==> config.mk <==
export PLATFORM = sky130hd
export DESIGN_NAME = apb_wide_reg_bank
export DESIGN_NICKNAME = d
export VERILOG_FILES = /design/src/rtl/apb_wide_reg_bank.sv
export SDC_FILE = /design/constraint.sdc
export NUM_CORES = 1
export LEC_CHECK = 0
export CAP_MARGIN = 10
export CORE_ASPECT_RATIO = 1.4
export CORE_MARGIN = 3
export CORE_UTILIZATION = 47
export DETAILED_ROUTE_END_ITERATION = 8
export GPL_TIMING_DRIVEN = 0
export PLACE_DENSITY_LB_ADDON = 0.3
export SETUP_SLACK_MARGIN = 0.3
export SLEW_MARGIN = 25
export SYNTH_ARGS = -nofsm -noshare
export SYNTH_HDL_FRONTEND = slang
export SYNTH_SLANG_ARGS = --single-unit
==> constraint.sdc <==
create_clock -name clk -period 4.6 [get_ports clk]
set_input_delay 0.92 -clock clk [delete_from_list [all_inputs] [get_ports clk]]
set_output_delay 0.92 -clock clk [all_outputs]
set_load 0.005 [all_outputs]
==> src/rtl/apb_wide_reg_bank.sv <==
// APB slave exposing wide external registers through 32-bit slices and one memory window.
// Writes are staged in a shared shadow and committed atomically on the final slice.
// Reads snapshot the whole register on slice 0 so the upper slices stay coherent.
module apb_wide_reg_bank #(
    parameter int unsigned NUM_EXT    = 4,
    parameter int unsigned DATA_W     = 37,
    parameter int unsigned MEM_AW     = 6,
    parameter int unsigned MEM_DW     = 32,
    parameter int unsigned MEM_RD_LAT = 2,
    parameter int unsigned ADDR_W     = 12
) (
    input  logic                      clk,
    input  logic                      rst,
    input  logic                      psel,
    input  logic                      penable,
    input  logic                      pwrite,
    input  logic [ADDR_W-1:0]         paddr,
    input  logic [31:0]               pwdata,
    output logic [31:0]               prdata,
    output logic                      pready,
    output logic                      pslverr,
    output logic [NUM_EXT-1:0]        ext_write,
    output logic [DATA_W-1:0]         ext_wdata,
    input  logic [NUM_EXT*DATA_W-1:0] ext_rdata,
    output logic                      mem_en,
    output logic                      mem_we,
    output logic [MEM_AW-1:0]         mem_addr,
    output logic [MEM_DW-1:0]         mem_wdata,
    input  logic [MEM_DW-1:0]         mem_rdata
);

    localparam int unsigned WPR       = (DATA_W + 31) / 32;
    localparam int unsigned SLG       = $clog2(WPR);
    localparam int unsigned STRIDE    = 1 << SLG;
    localparam int unsigned PADW      = WPR * 32;
    localparam int unsigned SLW       = (SLG > 0) ? SLG : 1;
    localparam int unsigned IDXW      = (NUM_EXT > 1) ? $clog2(NUM_EXT) : 1;
    localparam int unsigned MEM_BASE  = 1 << (ADDR_W - 3);
    localparam int unsigned MEM_WORDS = 1 << MEM_AW;
    localparam int unsigned CNTW      = (MEM_RD_LAT > 1) ? $clog2(MEM_RD_LAT) : 1;

    typedef enum logic [1:0] {IDLE, ACCESS, MEM_WAIT, RESP} state_t;

    state_t              state_q;
    logic                acc_reg_q, acc_mem_q, acc_wr_q;
    logic [IDXW-1:0]     acc_idx_q;
    logic [SLW-1:0]      acc_slice_q;
    logic [31:0]         wdata_q;
    logic [CNTW-1:0]     cnt_q;
    logic [PADW-1:0]     wsh_q;
    logic [IDXW-1:0]     wown_q;
    logic [DATA_W-1:0]   rsh_q;
    logic [IDXW-1:0]     rown_q;
    logic                rvalid_q;
    logic [31:0]         prdata_q;
    logic                pready_q, pslverr_q;
    logic [NUM_EXT-1:0]  ext_write_q;
    logic [DATA_W-1:0]   ext_wdata_q;
    logic                mem_en_q, mem_we_q;
    logic [MEM_AW-1:0]   mem_addr_q;
    logic [MEM_DW-1:0]   mem_wdata_q;

    logic [31:0]         word_c;
    logic                dec_reg_c, dec_mem_c;
    logic [IDXW-1:0]     dec_idx_c;
    logic [SLW-1:0]      dec_slice_c;
    logic [DATA_W-1:0]   live_c;
    logic [PADW-1:0]     live_pad_c, snap_pad_c, wcomp_c;
    logic                use_snap_c;
    logic [31:0]         rd_word_c;
    logic                unused_c;

    assign word_c     = 32'(paddr[ADDR_W-1:2]);
    assign live_pad_c = PADW'(live_c);
    assign snap_pad_c = PADW'(rsh_q);
    assign use_snap_c = rvalid_q && (rown_q == acc_idx_q);
    assign unused_c   = ^{paddr[1:0], wcomp_c};

    // Word-address decode of the setup-phase address.
    always_comb begin
        dec_reg_c   = 1'b0;
        dec_mem_c   = 1'b0;
        dec_idx_c   = '0;
        dec_slice_c = '0;
        if (word_c >= MEM_BASE && word_c < MEM_BASE + MEM_WORDS) begin
            dec_mem_c = 1'b1;
        end else if ((word_c >> SLG) < NUM_EXT && (word_c & (STRIDE - 1)) < WPR) begin
            dec_reg_c   = 1'b1;
            dec_idx_c   = IDXW'(word_c >> SLG);
            dec_slice_c = SLW'(word_c & (STRIDE - 1));
        end
    end

    // Live value of the register being accessed.
    always_comb begin
        live_c = '0;
        for (int unsigned i = 0; i < NUM_EXT; i++) begin
            if (acc_idx_q == IDXW'(i)) live_c = ext_rdata[i*DATA_W +: DATA_W];
        end
    end

    // Read slice: slice 0 is live, upper slices come from the snapshot when it owns this register.
    always_comb begin
        rd_word_c = live_pad_c[31:0];
        for (int unsigned k = 1; k < WPR; k++) begin
            if (acc_slice_q == SLW'(k))
                rd_word_c = use_snap_c ? snap_pad_c[k*32 +: 32] : live_pad_c[k*32 +: 32];
        end
    end

    // Commit value: staged lower slices with the final-slice data on top.
    always_comb begin
        wcomp_c = wsh_q;
        wcomp_c[PADW-1 -: 32] = wdata_q;
    end

    // Access FSM with all outputs registered.
    always_ff @(posedge clk) begin
        if (rst) begin
            state_q     <= IDLE;
            acc_reg_q   <= 1'b0;
            acc_mem_q   <= 1'b0;
            acc_wr_q    <= 1'b0;
            acc_idx_q   <= '0;
            acc_slice_q <= '0;
            wdata_q     <= '0;
            cnt_q       <= '0;
            wsh_q       <= '0;
            wown_q      <= '0;
            rsh_q       <= '0;
            rown_q      <= '0;
            rvalid_q    <= 1'b0;
            prdata_q    <= '0;
            pready_q    <= 1'b0;
            pslverr_q   <= 1'b0;
            ext_write_q <= '0;
            ext_wdata_q <= '0;
            mem_en_q    <= 1'b0;
            mem_we_q    <= 1'b0;
            mem_addr_q  <= '0;
            mem_wdata_q <= '0;
        end else begin
            ext_write_q <= '0;
            mem_en_q    <= 1'b0;
            mem_we_q    <= 1'b0;
            case (state_q)
                IDLE: begin
                    pready_q  <= 1'b0;
                    pslverr_q <= 1'b0;
                    if (psel && !penable) begin
                        acc_reg_q   <= dec_reg_c;
                        acc_mem_q   <= dec_mem_c;
                        acc_wr_q    <= pwrite;
                        acc_idx_q   <= dec_idx_c;
                        acc_slice_q <= dec_slice_c;
                        wdata_q     <= pwdata;
                        if (dec_mem_c) begin
                            mem_en_q   <= 1'b1;
                            mem_we_q   <= pwrite;
                            mem_addr_q <= word_c[MEM_AW-1:0];
                            if (pwrite) mem_wdata_q <= pwdata[MEM_DW-1:0];
                        end
                        state_q <= ACCESS;
                    end
                end
                ACCESS: begin
                    if (acc_mem_q) begin
                        if (acc_wr_q) begin
                            pready_q <= 1'b1;
                            state_q  <= RESP;
                        end else begin
                            cnt_q   <= CNTW'(MEM_RD_LAT - 1);
                            state_q <= MEM_WAIT;
                        end
                    end else if (acc_reg_q) begin
                        if (acc_wr_q) begin
                            if (acc_slice_q == SLW'(WPR - 1)) begin
                                ext_wdata_q <= wcomp_c[DATA_W-1:0];
                                ext_write_q <= NUM_EXT'(1) << acc_idx_q;
                                wsh_q       <= '0;
                            end else begin
                                // A new register starting at slice 0 drops someone else's partial data.
                                if (acc_slice_q == '0 && acc_idx_q != wown_q) begin
                                    wsh_q <= PADW'(wdata_q);
                                end else begin
                                    for (int unsigned k = 0; k < WPR - 1; k++) begin
                                        if (acc_slice_q == SLW'(k)) wsh_q[k*32 +: 32] <= wdata_q;
                                    end
                                end
                                wown_q <= acc_idx_q;
                            end
                        end else begin
                            prdata_q <= rd_word_c;
                            if (acc_slice_q == '0) begin
                                rsh_q    <= live_c;
                                rown_q   <= acc_idx_q;
                                rvalid_q <= 1'b1;
                            end
                        end
                        pready_q <= 1'b1;
                        state_q  <= RESP;
                    end else begin
                        prdata_q  <= '0;
                        pslverr_q <= 1'b1;
                        pready_q  <= 1'b1;
                        state_q   <= RESP;
                    end
                end
                MEM_WAIT: begin
                    // Wait spans MEM_RD_LAT cycles so data launched that long after mem_en is captured.
                    if (cnt_q == '0) begin
                        prdata_q <= 32'(mem_rdata);
                        pready_q <= 1'b1;
                        state_q  <= RESP;
                    end else begin
                        cnt_q <= cnt_q - CNTW'(1);
                    end
                end
                RESP: begin
                    pready_q  <= 1'b0;
                    pslverr_q <= 1'b0;
                    state_q   <= IDLE;
                end
                default: state_q <= IDLE;
            endcase
        end
    end

    assign prdata    = prdata_q;
    assign pready    = pready_q;
    assign pslverr   = pslverr_q;
    assign ext_write = ext_write_q;
    assign ext_wdata = ext_wdata_q;
    assign mem_en    = mem_en_q;
    assign mem_we    = mem_we_q;
    assign mem_addr  = mem_addr_q;
    assign mem_wdata = mem_wdata_q;

endmodule

==> qor.csv, run 1 <==
metric;value;unit
Worst EP arrival;2.85;ns
Root Driver;clkbuf_16;
num rows;57;
Slew Viols, Final;0;
global-route wire length before repair;46900;um
status;completed;
clk_lat worst skew;0.44;ns
Post-synth EDFFs;0;
worst relative slew slack;50.2;%
antenna violation net count after detailed routing;0;
WL/cell;20.3;um
crit end category;flip-flop;
Mapped Area;0.00837;mm2
All-Layer GR Usage;31.3;%
GP Congestion;0.927;
# DRC;0;
Iteration-0 DRC Markers;541;
Worst-Margin Slew;0.745;ns
Initial Util;48.1;%
Post-DP HPWL;25000;um
layout cells sized above 1;8.57;%
Worst VDD drop;0.000286;V
Die H;164;um
iteration count of the initial detailed-routing pass;6;
CP Launch Type;input pin;
RSZ-0062 raised after global routing;no;
Area contributors post-synth;dfxtp_1 (47%), mux4_2 (10%), nand2_1 (9.2%), a21oi_1 (8.3%), nor2_1 (3.9%);
final worst slack;2.05;ns
Post-Syn Instances;923;
Routed WL;31200;um
hold-fix buffer count after cts;0;
Die X;119;um
PwrDens;392;mW/mm2
num ports;344;
DR vias;8338;
PostCTS Resize Cnt;0;
Layout area overhead;51.9;%
Fin. Hold Viols;0;
synthesis-stage register bit count;196;
H-tree Lvls;4;
Fmax;392;MHz
FILL cells;1367;
Crit path required time;4.90;ns
grt total ovfl;0;
Seq/Total Area, Yosys;46.9;%
Clock Pin Slew Worst Setup and Hold Paths;0.08;ns
core area;0.0174;mm2
IO buf count;340;
postcts setup bufs;0;
Yosys top cell area share;46.9;%
Place WS;1.66;ns
final setup vio count;0;
TritonCTS Buffers;17;
critical path class;input pin to flip-flop;
Top FF cell, synth;dfxtp_1;
largest net degree at the start of global routing;23;
post-synthesis net count;1156;
number of global-route vias before repair;8406;
initial antenna violation count;13;
CTS tree;built;
Die ar.;0.0195;mm2
Unique masters post-synth;49;
Period Utilization, post-route;55.4;%
ys async rst share;0;%
syn_area_per_cell;9.07;um2
Clock Sinks;196;
Tmin final;2.55;ns
max-cap check violation count;0;
# nets final;1515;
Leak;4.51;nW
Yosys top cell by area;dfxtp_1;
Hold Crit Class;flip-flop to flip-flop;
Yosys warning count;0;
crit path max fanout;10;
clk buf depth;2;
Setup Skew;0.0161;ns
setup TNS;0;ns
vias per cell;5.42;
-- per-stage QoR --
step / total power, mW / utilization, % / cell area (um2) / instances / hold WS [ns]
4_1_cts: 4.98 / 73.0 / 12700 / 1531 / 0.451
3_3_place_gp: 3.43 / 69.3 / 12100 / 1499 / 0.437
6_report: 4.98 / 73.1 / 12700 / 1539 / 0.455
3_5_place_dp: 3.47 / 69.3 / 12100 / 1499 / 0.443
5_1_grt: 5.20 / 73.1 / 12700 / 1538 / 0.469
2_1_floorplan: 2.70 / - / 8370 / 923 / 0.432
-- final timing paths --
kind / start / end / slack, ns / cells after the start
hold / removal: wdata_q[22] / wdata_q[22] / 0.46 / 2
hold reg to reg: wdata_q[22] / wdata_q[22] / 0.46 / 2
setup reg to reg: state_q[0] / mem_wdata[24] / 2.34 / 8
setup / recovery: psel / mem_wdata[24] / 2.05 / 7
-- routing by layer --
metal / global-route usage [%] / share of wire, %
met5: 0 / 0.23
met4: 17.0 / 4.4
met3: 13.8 / 11
met2: 55.7 / 51
met1: 30.4 / 33
-- cell families (layout without fill, tap and decap cells) --
group / after synthesis / count (layout) / synth area share [%]
AOI/OAI and AO/OA: 223 / 223 / 16.5
xor gates and xnor gates: 2 / 2 / 0.299
adders and majority gates: 4 / 4 / 0.598
buffers and inverters: 84 / 456 / 4.77
DFF: 196 / 196 / 46.9
muxes: 57 / 57 / 12.3
other: 0 / 8 / 0
and+or+nand+nor: 357 / 357 / 18.6
-- critical path: stages --
cell	delay, ns
clkdlybuf4s50_1	0.49
and3b_1	0.16
buf_2	0.23
nand4_1	0.46
clkbuf_1	0.38
nand2_1	0.13
a21oi_1	0.07
-- layout make-up --
class | count | area [um2] | area share (%)
Timing Repair Buffer | 340 | 3400 | 26.8
Antenna cell | 8 | 20.0 | 0.157
Buffer | 79 | 380 | 2.99
Tap cell | 236 | 295 | 2.32
Multi-Input combinational cell | 643 | 4050 | 31.8
Clock inverter | 14 | 188 | 1.48
Sequential cell | 196 | 3920 | 30.9
Inverter | 5 | 18.8 | 0.148
Clock buffer | 18 | 439 | 3.45
-- power by group --
| group | switching [mW] | internal [mW] |
|---|---|---|
| Combinational | 0.725 | 0.725 |
| Sequential | 0.116 | 1.89 |
| Clock | 0.762 | 0.766 |
-- synthesized netlist by cell type, types with 3 or more instances --
master	number
o21ai_0	3
and4b_1	3
nor2_1	87
nand2_1	206
and3_1	33
o21bai_1	3
and2_1	5
mux4_2	37
ha_1	4
mux2i_1	20
a21oi_1	139
inv_1	5
clkbuf_1	46
a211oi_2	4
buf_4	5
buf_2	20
a22oi_1	30
a211oi_1	33
buf_1	5
dfxtp_1	196
nand2b_1	3
-- cell usage in the layout (no fill, tap or decap), types with 8 or more instances in the layout --
cell             Yosys  final
a211oi_1            33     33
a21oi_1            139    139
a22oi_1             30     30
and3_1              33     33
buf_2               20     20
clkbuf_1            46     46
clkbuf_16            0     17
clkdlybuf4s50_1      0    340
dfxtp_1            196    196
diode_2              0      8
mux2i_1             20     20
mux4_2              37     37
nand2_1            206    206
nor2_1              87     87
-- flip-flops by register name (all words and copies together) (netlist names), 2 cells and up --
| name | flops |
|---|---|
| prdata | 32 |
| ext_wdata | 37 |
| mem_wdata | 32 |
| state_q | 2 |
| wdata_q | 32 |
| rown_q | 2 |
| rsh_q | 5 |
| acc_idx_q | 2 |
| ext_write | 4 |
| mem_addr | 6 |
| wsh_q | 32 |
Power figures use the tool's default switching activity.
==> run 2, diff against run 1 <==
- CORE_UTILIZATION: 47 -> 39
- clock period: 4.6 -> 2.2 ns (I/O delays scaled with it)
==> run 2 against run 1 <==
  * Via count down 2.0%
  * Power up 110%
  * Combinational power is 120% higher
  * Final cell count is 1.5% higher
  * Critical endpoint is now prdata[13]
  * Highest routed layer unchanged
==> qor.csv, run 2 (synthesis results as in run 1) <==
metric;value;unit
Fin. Hold Viols;0;
DR vias;8175;
Slew Viols, Final;0;
crit end category;output port;
iteration count of the initial detailed-routing pass;5;
critical path class;flip-flop to output port;
vias per cell;5.23;
layout cells sized above 1;12.0;%
Crit path required time;1.76;ns
max-cap check violation count;0;
commonest cells after routing, fill and taps aside;clkdlybuf4s50_1 (340), nand2_1 (206), dfxtp_1 (194);
initial antenna violation count;11;
sw power;3.34;mW
Hold Crit Class;flip-flop to flip-flop;
Place WS;-0.331;ns
commonest non-fill, non-tap cell in the layout;clkdlybuf4s50_1;
multi-input logic area;0.00412;mm2
Power Total;10.6;mW
critical path, cell by cell;clkdlybuf4s50_1;
Die ar.;0.0233;mm2
Comb pwr share;30.7;%
FF-to-FF End;mem_wdata[30];
Clock power frac;29.6;%
Initial Util;40.3;%
Die X;130;um
final setup vio count;0;
Root Driver;clkbuf_16;
FILL cells;1807;
final worst slack;0.350;ns
max incr delay on CP;0.65;ns
min-delay src;wdata_q[27];
Finished Core Util;62.2;%
Setup Skew;0.0185;ns
worst r2r path cells;9;
All-Layer GR Usage;26.1;%
core area;0.0208;mm2
Worst Hold Path EP;wdata_q[27];
CP Launch Type;flip-flop;
grt total ovfl;0;
clk buf depth;2;
status;completed;
Layout area overhead;54.4;%
num ports;344;
worst relative slew slack;60.6;%
number of global-route vias before repair;8085;
antenna violation net count after detailed routing;0;
internal power;7.27;mW
R2R Setup Slk;0.37;ns
max FFs per register;37;
RSZ-0062 raised after global routing;yes;
Iteration-0 DRC Markers;417;
Period Utilization, post-route;84.1;%
Worst Path Buf+Inv;1;
CTS tree;built;
Worst VDD drop;0.000518;V
crit path launch;prdata[13];
sequential share of power;39.8;%
Net Sw Frac;31.4;%
crit path max fanout;2;
setup TNS;0;ns
reg-to-reg startpoint;state_q[0];
IO buf count;340;
CP delay by family, top;buffers and inverters;
clk_lat worst skew;0.44;ns
Post-DP HPWL;25400;um
Critical-path top delay cell;clkdlybuf4s50_1;
Worst EP arrival;1.41;ns
Leak;4.59;nW
Non-Filler Instances;1562;
PwrDens;821;mW/mm2
largest net degree at the start of global routing;20;
num rows;62;
worst hold path depth;2;
Clock Pin Slew Worst Setup and Hold Paths;0.07;ns
H-tree Lvls;4;
Clock Sinks;196;
Routed WL;31700;um
global-route wire length before repair;45800;um
# nets final;1521;
TritonCTS Buffers;17;
Tmin final;1.85;ns
Die H;179;um
Worst-Margin Slew;0.591;ns
Cells after DPL;1519;
# DRC;0;
Fmax;540;MHz
GP Congestion;0.894;
Register Area;0.00393;mm2
WL/cell;20.3;um
[run 2: changes by cell type in the layout (fill, tap and decap cells not counted), moves of 4 or more]
cell,before,now
clkbuf_4,0,7
buf_4,5,21
a21oi_2,0,4
a21oi_1,139,135
clkbuf_2,0,13
buf_2,20,8
clkbuf_1,46,27
[run 2: worst max path at each step]
| stage | to | depth (start not counted) |
|---|---|---|
| floorplan | prdata[0] | 6 |
| detailed placement | mem_wdata[30] | 7 |
| finish | prdata[13] | 1 |
| global placement | mem_wdata[29] | 7 |
| CTS | prdata[1] | 6 |
| global route | mem_wdata[23] | 9 |
[run 2: layout make-up]
class | instances | share of cell area [%]
Buffer | 79 | 3.67
Clock inverter | 14 | 1.28
Inverter | 5 | 0.145
Timing Repair Buffer | 346 | 26.8
Tap cell | 256 | 2.48
Clock buffer | 18 | 3.32
Sequential cell | 196 | 30.4
Antenna cell | 5 | 0.0968
Multi-Input combinational cell | 643 | 31.9
[run 2: what timing repair did]
| item | in CTS | in global routing |
|---|---|---|
| gates resized for setup | 37 | 44 |
| hold buffers | 0 | 0 |
| setup buffers | 3 | 2 |
| hold endpoints to repair | 0 | 0 |
| cloned | 0 | 1 |
| pin swaps | 1 | 2 |
| endpoints found under the setup margin | 154 | 142 |
[run 2: metrics by stage]
stage	hold WS [ns]	instance area [um2]
after global routing	0.473	12900
after detailed placement	0.445	12100
after global placement	0.438	12100
after floorplan	0.432	8370
after CTS	0.455	12800
final	0.453	12900
[run 2: routing by layer]
layer / wire, um / part of all wire, % / up-vias / global-route usage, %
li1: - / - / 3979 / -
met1: 11100 / 35 / 3791 / 26.4
met2: 16300 / 51 / 319 / 47.4
met3: 2900 / 9.2 / 74 / 9.22
met4: 1330 / 4.2 / 12 / 12.5
met5: 86 / 0.27 / - / 0
[run 2: power groups by stage]
stage	logic, mW	clock network [mW]	registers, mW
CTS	3.09	3.17	4.20
detailed placement	2.98	0	4.28
global placement	2.93	0	4.27
global route	3.50	3.31	4.25
floorplan	1.40	0	4.24
finish	3.25	3.14	4.22
==> run 3, diff against run 2 <==
- CORE_UTILIZATION: 39 -> 43
- clock period: 2.2 -> 1.9 ns (I/O delays scaled with it)
==> run 3 against run 2 <==
  * The run now ends with negative setup slack left
  * Critical path type is now flip-flop to flip-flop
  * Die area down 8.9%
  * Design area grew 19%
  * Wire length increased by 37%
  * Combinational power grew 80%
==> qor.csv, run 3 (synthesis results as in run 1) <==
metric;value;unit
commonest cells after routing, fill and taps aside;clkdlybuf4s50_1 (225), dfxtp_1 (178), nand2_1 (158);
DR vias;9688;
crit path max fanout;6;
TritonCTS Buffers;17;
Leak;6.33;nW
final setup vio count;1;
Fmax;513;MHz
# nets final;1590;
core area;0.0188;mm2
R2R Setup Slk;-0.05;ns
max-cap check violation count;0;
reg-to-reg startpoint;state_q[1];
CP Capture Point;ext_wdata[31];
Finished Core Util;81.5;%
All-Layer GR Usage;34.1;%
Tmin final;1.95;ns
Cells after DPL;1507;
global-route wire length before repair;53500;um
num ports;344;
setup TNS;-0.0475;ns
Routed WL;43300;um
commonest non-fill, non-tap cell in the layout;clkdlybuf4s50_1;
Post-DP HPWL;25300;um
# DRC;0;
Crit path required time;2.26;ns
status;complete, but fails checks;
hold-fix buffer count after cts;0;
failing checks;negative setup slack;
Clock Pin Slew Worst Setup and Hold Paths;0.07;ns
Die X;124;um
FILL cells;1032;
clk buf depth;2;
max FFs per register;37;
crit path launch;state_q[1];
RSZ-0062 raised after global routing;yes;
Initial Util;44.5;%
CTS tree;built;
Layout area overhead;83.3;%
GP Congestion;0.851;
critical path class;flip-flop to flip-flop;
Hold Crit Class;flip-flop to flip-flop;
final worst slack;-0.0475;ns
Fin. Hold Viols;0;
vias per cell;5.97;
Die ar.;0.0212;mm2
clk_lat worst skew;0.44;ns
H-tree Lvls;4;
worst hold slack;0.453;ns
final design area excluding fillers;0.0153;mm2
initial antenna violation count;13;
Worst-Margin Slew;0.793;ns
Period Utilization, post-route;103;%
PwrDens;957;mW/mm2
Worst VDD drop;0.000631;V
Place WS;-0.410;ns
FF-to-FF End;ext_wdata[31];
largest net degree at the start of global routing;20;
grt total ovfl;0;
Power Total;14.7;mW
iteration count of the initial detailed-routing pass;5;
Non-Filler Instances;1624;
Setup Skew;0.00834;ns
num rows;59;
Clock Sinks;196;
IO buf count;340;
Iteration-0 DRC Markers;771;
worst relative slew slack;47.1;%
CP Launch Type;flip-flop;
WL/cell;26.6;um
crit end category;flip-flop;
Worst EP arrival;2.30;ns
Placed Area;0.0122;mm2
layout cells sized above 1;34.5;%
number of global-route vias before repair;9057;
Die H;171;um
worst r2r path cells;10;
antenna violation net count after detailed routing;0;
Root Driver;clkbuf_16;
Slew Viols, Final;0;
-- run 3: changes by cell type in the layout (fill, tap and decap cells not counted), sizes merged, moves of 5 or more --
cell / before / now
clkdlybuf4s50: 340 / 225
dlygate4sd2: 0 / 105
buf: 39 / 116
dlymetal6s2s: 0 / 10
clkbuf: 64 / 55
diode: 5 / 10
-- run 3: final cells by class --
| cell class | count | area, um2 | share of cell area, % |
|---|---|---|---|
| multi-input cells | 644 | 5290 | 34.5 |
| repair buffers | 414 | 4310 | 28.1 |
| flip-flops and latches | 196 | 3950 | 25.8 |
| plain buffers | 79 | 815 | 5.31 |
| clock buffers | 18 | 439 | 2.86 |
| well taps | 244 | 305 | 1.99 |
| clock inverters | 14 | 181 | 1.18 |
| inverters | 5 | 27.5 | 0.179 |
| diodes | 10 | 25.0 | 0.163 |
-- run 3: power breakdown --
part           internal, mW  switching [mW]
Clock                  2.05            1.79
Sequential             4.59           0.393
Combinational          2.91            2.95
Total                  9.55            5.13
-- run 3: layer usage --
layer	global-route usage (%)	routed length, um	vias up
met5	0	18	-
met4	22.6	3760	4
met3	16.0	5090	259
met2	59.9	21400	659
met1	30.8	13000	4640
li1	-	-	4126
-- run 3: how the worst min path moves through the flow --
| stage | start | to | slack (ns) | depth (start not counted) |
|---|---|---|---|---|
| 2_1_floorplan | wdata_q[31] | wdata_q[31] | 0.43 | 2 |
| 3_3_place_gp | wsh_q[8] | ext_wdata[8] | 0.44 | 2 |
| 3_5_place_dp | wdata_q[8] | wdata_q[8] | 0.44 | 2 |
| 4_1_cts | ext_wdata[8] | ext_wdata[8] | 0.45 | 2 |
| 5_1_grt | mem_wdata[10] | mem_wdata[10] | 0.47 | 2 |
| 6_report | ext_wdata[14] | ext_wdata[14] | 0.45 | 2 |
-- run 3: critical path, stage by stage (launching register included) --
cell and delay [ns]:
dfxtp_4 0.37, inv_4 0.07, ha_4 0.13, buf_8 0.13, nand4b_1 0.18, buf_4 0.22, nor2_4 0.13, buf_8 0.17
clkbuf_16 0.18, nand2_1 0.09, a21oi_1 0.18
-- run 3: what timing repair did --
item / in CTS / in global routing
gates cloned: 14 / 7
pin swaps: 55 / 76
setup endpoints to repair: 302 / 197
resized for setup: 333 / 282
setup buffers: 45 / 9
